**config.mk**
```make
export PLATFORM = sky130hd
export DESIGN_NAME = td4_core_flat
export DESIGN_NICKNAME = d
export VERILOG_FILES = /design/src/rtl/td4_pkg.sv /design/src/rtl/td4_if.sv /design/src/rtl/td4_decode.sv /design/src/rtl/td4_core.sv /design/src/flat_wrapper.sv
export SDC_FILE = /design/constraint.sdc
export NUM_CORES = 1
export LEC_CHECK = 0
export BUFFER_PORTS_ARGS = -buffer_cell sky130_fd_sc_hd__buf_2
export CAP_MARGIN = 30
export CORE_AREA = 2 2 43 65
export CTS_BUF_LIST = sky130_fd_sc_hd__clkbuf_16
export DETAILED_ROUTE_END_ITERATION = 16
export DIE_AREA = 0 0 45 67
export SYNTH_ARGS = -nofsm -noshare
export SYNTH_HDL_FRONTEND = slang
export SYNTH_HIERARCHICAL = 1
export SYNTH_SLANG_ARGS = --single-unit
```
**constraint.sdc**
```tcl
create_clock -name CLK -period 8.3 [get_ports CLK]
set_input_delay 2.075 -clock CLK [delete_from_list [all_inputs] [get_ports CLK]]
set_output_delay 2.075 -clock CLK [all_outputs]
set_load 0.05 [all_outputs]
```
**src/rtl/td4_pkg.sv**
```systemverilog
// Shared TD4 definitions: opcode encodings, reset values and decoder control types.
package td4_pkg;

  localparam logic [3:0] OP_ADD_A    = 4'b0000;
  localparam logic [3:0] OP_MOV_A_B  = 4'b0001;
  localparam logic [3:0] OP_IN_A     = 4'b0010;
  localparam logic [3:0] OP_MOV_A_IM = 4'b0011;
  localparam logic [3:0] OP_MOV_B_A  = 4'b0100;
  localparam logic [3:0] OP_ADD_B    = 4'b0101;
  localparam logic [3:0] OP_IN_B     = 4'b0110;
  localparam logic [3:0] OP_MOV_B_IM = 4'b0111;
  localparam logic [3:0] OP_OUT_B    = 4'b1001;
  localparam logic [3:0] OP_OUT_IM   = 4'b1011;
  localparam logic [3:0] OP_JNC      = 4'b1110;
  localparam logic [3:0] OP_JMP      = 4'b1111;

  localparam logic [3:0] RST_PC  = 4'h0;
  localparam logic [3:0] RST_A   = 4'h0;
  localparam logic [3:0] RST_B   = 4'h0;
  localparam logic       RST_C   = 1'b0;
  localparam logic [3:0] RST_OUT = 4'h0;

  // Operand source feeding the adder and every register write.
  typedef enum logic [1:0] {
    SRC_IM = 2'd0,
    SRC_A  = 2'd1,
    SRC_B  = 2'd2,
    SRC_IN = 2'd3
  } src_sel_t;

endpackage

```
**src/rtl/td4_if.sv**
```systemverilog
// Program-memory and I/O port bundle of the TD4 core; the core is the master side.
interface td4_if;

  logic       CE;
  logic [3:0] ADDR;
  logic [7:0] DATA;
  logic [3:0] IN;
  logic [3:0] OUT;

  modport master (input CE, DATA, IN, output ADDR, OUT);
  modport slave  (output CE, DATA, IN, input ADDR, OUT);

endinterface

```
**src/rtl/td4_decode.sv**
```systemverilog
// Combinational TD4 instruction decoder: opcode and carry to load enables and operand select.
module td4_decode
  import td4_pkg::*;
(
  input  logic [3:0] opcode,
  input  logic       c,
  output logic       ld_a,
  output logic       ld_b,
  output logic       ld_out,
  output logic       ld_pc_jump,
  output src_sel_t   src_sel,
  output logic       add_en
);

  always_comb begin
    ld_a       = 1'b0;
    ld_b       = 1'b0;
    ld_out     = 1'b0;
    ld_pc_jump = 1'b0;
    src_sel    = SRC_IM;
    add_en     = 1'b0;
    case (opcode)
      OP_ADD_A: begin
        ld_a    = 1'b1;
        src_sel = SRC_A;
        add_en  = 1'b1;
      end
      OP_ADD_B: begin
        ld_b    = 1'b1;
        src_sel = SRC_B;
        add_en  = 1'b1;
      end
      OP_MOV_A_IM: ld_a = 1'b1;
      OP_MOV_B_IM: ld_b = 1'b1;
      OP_MOV_A_B: begin
        ld_a    = 1'b1;
        src_sel = SRC_B;
      end
      OP_MOV_B_A: begin
        ld_b    = 1'b1;
        src_sel = SRC_A;
      end
      OP_IN_A: begin
        ld_a    = 1'b1;
        src_sel = SRC_IN;
      end
      OP_IN_B: begin
        ld_b    = 1'b1;
        src_sel = SRC_IN;
      end
      OP_OUT_B: begin
        ld_out  = 1'b1;
        src_sel = SRC_B;
      end
      OP_OUT_IM: ld_out = 1'b1;
      OP_JMP:    ld_pc_jump = 1'b1;
      // JNC sees the carry left behind by the previous instruction.
      OP_JNC:    ld_pc_jump = ~c;
      default:   ;
    endcase
  end

endmodule

```
**src/rtl/td4_core.sv**
```systemverilog
// Single-cycle TD4 core: PC, A, B, carry and OUT registers, 4-bit adder and PC incrementer.
module td4_core
  import td4_pkg::*;
(
  input  logic  CLK,
  input  logic  RST,
  td4_if.master bus
);

  logic [3:0] pc_reg, pc_next;
  logic [3:0] a_reg, a_next;
  logic [3:0] b_reg, b_next;
  logic       c_reg, c_next;
  logic [3:0] out_reg, out_next;

  logic [3:0] opcode, im;
  logic       ld_a, ld_b, ld_out, ld_pc_jump, add_en;
  src_sel_t   src_sel;
  logic [3:0] operand, addend, sum, pc_inc;
  logic [4:0] carry;

  assign opcode = bus.DATA[7:4];
  assign im     = bus.DATA[3:0];

  td4_decode u_decode (
    .opcode     (opcode),
    .c          (c_reg),
    .ld_a       (ld_a),
    .ld_b       (ld_b),
    .ld_out     (ld_out),
    .ld_pc_jump (ld_pc_jump),
    .src_sel    (src_sel),
    .add_en     (add_en)
  );

  always_comb begin
    case (src_sel)
      SRC_A:   operand = a_reg;
      SRC_B:   operand = b_reg;
      SRC_IN:  operand = bus.IN;
      default: operand = im;
    endcase
  end

  // Non-ADD instructions add zero, so their carry-out is 0 and clears C for free.
  assign addend   = add_en ? im : 4'h0;
  assign carry[0] = 1'b0;

  genvar gi;
  generate
    for (gi = 0; gi < 4; gi++) begin : g_add
      assign sum[gi]     = operand[gi] ^ addend[gi] ^ carry[gi];
      assign carry[gi+1] = (operand[gi] & addend[gi]) | (carry[gi] & (operand[gi] ^ addend[gi]));
    end
  endgenerate

  assign pc_inc = pc_reg + 4'd1;

  always_comb begin
    pc_next  = pc_reg;
    a_next   = a_reg;
    b_next   = b_reg;
    c_next   = c_reg;
    out_next = out_reg;
    if (bus.CE) begin
      pc_next = ld_pc_jump ? im : pc_inc;
      c_next  = carry[4];
      if (ld_a)   a_next   = sum;
      if (ld_b)   b_next   = sum;
      if (ld_out) out_next = sum;
    end
  end

  always_ff @(posedge CLK) begin
    if (RST) begin
      pc_reg  <= RST_PC;
      a_reg   <= RST_A;
      b_reg   <= RST_B;
      c_reg   <= RST_C;
      out_reg <= RST_OUT;
    end else begin
      pc_reg  <= pc_next;
      a_reg   <= a_next;
      b_reg   <= b_next;
      c_reg   <= c_next;
      out_reg <= out_next;
    end
  end

  assign bus.ADDR = pc_reg;
  assign bus.OUT  = out_reg;

endmodule

```
**src/flat_wrapper.sv**
```systemverilog
// flat-port wrapper written by rule: the top's interface ports become plain ports
module td4_core_flat import td4_pkg::*;
  (CLK, RST, bus_CE, bus_DATA, bus_IN, bus_ADDR, bus_OUT);
  td4_if bus_i ();
  input  logic CLK;
  input  logic RST;
  input wire logic [$bits(bus_i.CE)-1:0] bus_CE;
  input wire logic [$bits(bus_i.DATA)-1:0] bus_DATA;
  input wire logic [$bits(bus_i.IN)-1:0] bus_IN;
  output wire logic [$bits(bus_i.ADDR)-1:0] bus_ADDR;
  output wire logic [$bits(bus_i.OUT)-1:0] bus_OUT;
  assign bus_i.CE = bus_CE;
  assign bus_i.DATA = bus_DATA;
  assign bus_i.IN = bus_IN;
  assign bus_ADDR = bus_i.ADDR;
  assign bus_OUT = bus_i.OUT;
  td4_core u_core (.CLK(CLK), .RST(RST), .bus(bus_i));
endmodule
```
# Word-level counts from Yosys, hierarchy flattened
# Cells that the tools add are included.
# op_classes
add_sub_neg	1
eq_ne	14
mux	9
bitwise	18
n_reduce_logical	11
# ops
cell	n
$eq 4x3->1 const B	4
$eq 4x4->1 const B	4
$pmux 4 s3	1
$eq 4x2->1 const B	2
$mux 4	2
$reduce_or 2->1	4
$reduce_or 4->1	2
$and 1x1->1	7
$xor 1x1->1	7
$pmux 2 s3	1
$reduce_and 2->1	3
$add 4x1->4 const B	1
$eq 2x2->1 const B	2
$eq 4x1->1 const B	1
$logic_not 4->1	1
$mux 1	4
$or 1x1->1	3
$reduce_or 3->1	1
$eq 2x1->1 const B	1
$pmux 1 s2	1
$not 1->1	1
# word_totals
reg_bits	17
in_bits	15
output_inout_bits	8
word_cells	58

# Longest topological paths before layout
# logic_depth
word_depth	12
mapped_depth	9
mapped_depth_nobuf	9

# Cells and area by module
# Netlist, hierarchy kept.
# by_module_without_submodules
mod	n_inst	cells_each	area_per_inst_um2	seq_area_each_um2
td4_core	1	89	880.8	340.3
td4_decode	1	12	76.3	0.0

# Worst setup path after synthesis
# No wires, ideal clock.
# synth_path
path_type	input -> register
from	input port bus_DATA[4]
to	register u_core.a_reg[3]
setup_ps	86
arrival_ps	4326
required_ps	8214
setup_slack_ps	3888
stages	9
n_path_buf	0
cell_sequence	nor2_2 -> mux2_2 -> mux4_2 -> ha_1 -> inv_1 -> fa_1 -> fa_1 -> fa_1 -> a211oi_1
# synth_between
elab_chain_cells	11
word_cells_on_any_way	33
classes_between	eq/ne: 10; mux: 5; bitwise: 11; reduce/logical: 7
# synth_lines
item	line	rtl
start, declared	flat_wrapper.sv:8	input wire logic [$bits(bus_i.DATA)-1:0] bus_DATA;
$eq 4x3->1 (tied with other cells)	td4_decode.sv:22	case (opcode)
$reduce_or 3->1 (no source line) / $reduce_or 2->1 (equally long branches)	--	
$pmux 2 s3 *	td4_decode.sv:22	
via u_core.src_sel[1]	td4_core.sv:18	src_sel_t src_sel;
$eq 2x2->1 / $eq 2x1->1 (equally long branches)	td4_core.sv:37	case (src_sel)
$pmux 4 s3 *	td4_core.sv:37	
$and 1x1->1 / $xor 1x1->1 (equally long branches)	td4_core.sv:53	assign carry[gi+1] = (operand[gi] & addend[gi]) | (carry[gi] & (operand[gi] ^ addend[gi]));
$and 1x1->1	td4_core.sv:53	
$or 1x1->1	td4_core.sv:53	
$and 1x1->1	td4_core.sv:53	
$or 1x1->1	td4_core.sv:53	
$xor 1x1->1 *	td4_core.sv:52	assign sum[gi] = operand[gi] ^ addend[gi] ^ carry[gi];
end signal, assigned	td4_core.sv:83	a_reg <= a_next;
end, declared	td4_core.sv:11	logic [3:0] a_reg, a_next;
# The timed path passes the listed nets; every way through them passes the cells marked *.
# A chain may end at the register's enable or synchronous reset.

# Worst setup path after layout
# Ends and elaborated chain as after synthesis.

==> impl_results.md <==
* Synth Net Count at 121
* Root Driver: clkbuf_16
* Hold WC Path Type: register to register
* First-pass GRT wire length at around 3500 µm
* Routability cong. at 0.825
* Design Area, Final at 0.00114 mm²
* Max Fanout on Critical Path at 5
* Core Util, Final at 0.470
* Post-cts sizing count at 0
* Gate Count Post-Synth at approximately 100
* FMAX at 220 MHz
* Drt wl/cell at 14.8 µm
* Commonest non-fill, non-tap cell in the layout: buf_2
* Vias in the first global route at between 700 and 800
* Tightest Pin Transition at between 0.5 and 0.6 ns
* Setup crit end kind: register
* DRT antenna net count at 0
* Leak at 0.448 nW
* Total gr overflow at 0
* Die area at roughly 0.0030 mm²
* Share of the synthesized area in the top cell type at 0.356
* Post-route insts no fill at 144
* Initial antenna violation count at 0
* Setup CP Type: primary input to register
* Max Cap Violations at 0
* Number of setup buffers added after CTS at 0
* Iter 0 DRT Violations at 14
* Gr usage total at 0.162
* Top cells by area, synth: dfxtp_1, mux4_2, a211oi_1
* Number of synthesized register bits at 17
* Via density at 5.58
* Register area at 340 µm²
* Skew final at 0.00355 ns
* Max Transition Viols Final at 0
* Total number of vias at roughly 800
* YS warnings at 6
* Number of remaining DRC errors at 0
* Cell taking the most area after synthesis: dfxtp_1
* Die Wd at 45 µm
* Router iterations before antenna repair at 4
* RSZ-0062 raised after global routing: no
* Layout cells sized above 1 at 0.292
* Htree depth at 1
* Dpl cells at 140
* Cts bufs inserted at 3
* Routed wire length at 2130 µm
* Starting density of the core at 0.395
* Clk_lat worst skew at between 0.2 and 0.3 ns
* Pin count of the biggest net entering global routing at 18
* I/O Buffers at 22
* IO Count at 23
* Relative slew slack at 0.600
* Row count at 22
* Layout Nets at 141
* Cts hold-fix bufs at 0
* Final Hold Viols at 0
* Syn_area_per_cell at 9.48 µm²
* Fin crit period at 4.55 ns
* Final setup fails at 0
* # clock sinks at 17
* CTS tree: yes
* Max IR drop VDD at 0.0877 mV
* Area of the multi-input gates at 559 µm²
* Final Cycle Share at 0.548
* Placed Area at between 0.001 and 0.0015 mm²
* Largest buffer count on any clock path at 2
* Total Power at 0.226 mW
* Synth unique cells at 30
* CP Data Required Time at 8.46 ns
* Chip height at 67 µm
* Core area at 0.00242 mm²
* Sequential share of the synthesized area at 0.356
* Setup TNS at 0 ns
* Data arrival, critical path at 4.71 ns
* Most frequent cells in the layout: buf_2, dfxtp_1, nor2_1, a211oi_1, nand2_1
* Clock-pin transition on the worst setup and hold timing paths at 0.05 ns
* CP startpoint kind: primary input
* Area delta synth->final at 19.0%
* Hpwl dp at 1650 µm
* Status: finished clean
* Fill count at 244
* Synth Cell Area at approximately 960 µm²
* N_diodes at 0
* Pwr dens at 198 mW/mm²
area by class of cell:
class | instances | share of cell area
timing repair buffer | 22 | 0.0967
clock inverter | 1 | 0.00440
inverter | 5 | 0.0165
multi-input combinational | 72 | 0.491
tap | 24 | 0.0264
sequential | 17 | 0.299
clock buffer | 3 | 0.0659
cell usage after synthesis:
master,instances
dfxtp_1,17
nor2_1,16
a211oi_1,11
nand2_1,6
inv_1,5
and2_1,4
buf_2,4
mux2i_1,4
mux4_2,4
a21oi_1,3
fa_1,3
a31oi_1,2
clkbuf_1,2
ha_1,2
nand3_1,2
o21ai_0,2
a21boi_2,1
a311oi_1,1
and2_2,1
and2b_2,1
buf_6,1
mux2_2,1
nand3b_1,1
nor2_2,1
nor2b_1,1
nor3_1,1
nor3b_1,1
or2b_1,1
or4b_1,1
xor2_1,1
final timing paths:
path | startpoint | end | slack [ns] | cells past startpoint
setup / recovery | bus_DATA[4] | u_core/a_reg[3] | 3.75 | 10
hold / removal | u_core/c_reg | u_core/c_reg | 0.48 | 2
setup reg to reg | u_core/a_reg[0] | u_core/a_reg[3] | 5.96 | 7
hold reg to reg | u_core/c_reg | u_core/c_reg | 0.48 | 2
cell families after synthesis:
group,Yosys count,share of synthesized area
compound gates,20,0.146
xor+xnor,1,0.00915
fa+ha+maj,5,0.0889
buf+inv,12,0.0601
simple gates,37,0.192
mux,9,0.148
flops,17,0.356
layer usage:
layer | track usage | share of wire
met1 | 0.173 | 0.41
met5 | 0 | 0
met3 | 0.0244 | 0.035
met4 | 0.0662 | 0.025
met2 | 0.300 | 0.53
through the flow:
stage / setup slack, ns / hold slack, ns
after global placement: 3.58 / 0.472
after detailed placement: 3.52 / 0.471
after CTS: 3.76 / 0.479
after floorplan: 3.89 / 0.455
after global routing: 3.62 / 0.521
final: 3.75 / 0.479
worst max-delay path, cell delays in order:
cell	delay, ns
buf_2	0.13
nor2_2	0.32
mux2_2	0.30
mux4_2	0.20
ha_1	0.14
inv_1	0.05
fa_1	0.37
fa_1	0.38
fa_1	0.49
a211oi_1	0.24
power breakdown:
group / leakage (nW) / total, mW / internal [mW] / switching, mW
sequential: 0.139 / 0.0886 / 0.0858 / 0.00281
combinational: 0.268 / 0.0400 / 0.0159 / 0.0242
clock: 0.0409 / 0.0969 / 0.0645 / 0.0324
total: 0.448 / 0.226 / 0.166 / 0.0594
(Power assumes the default switching activity.)
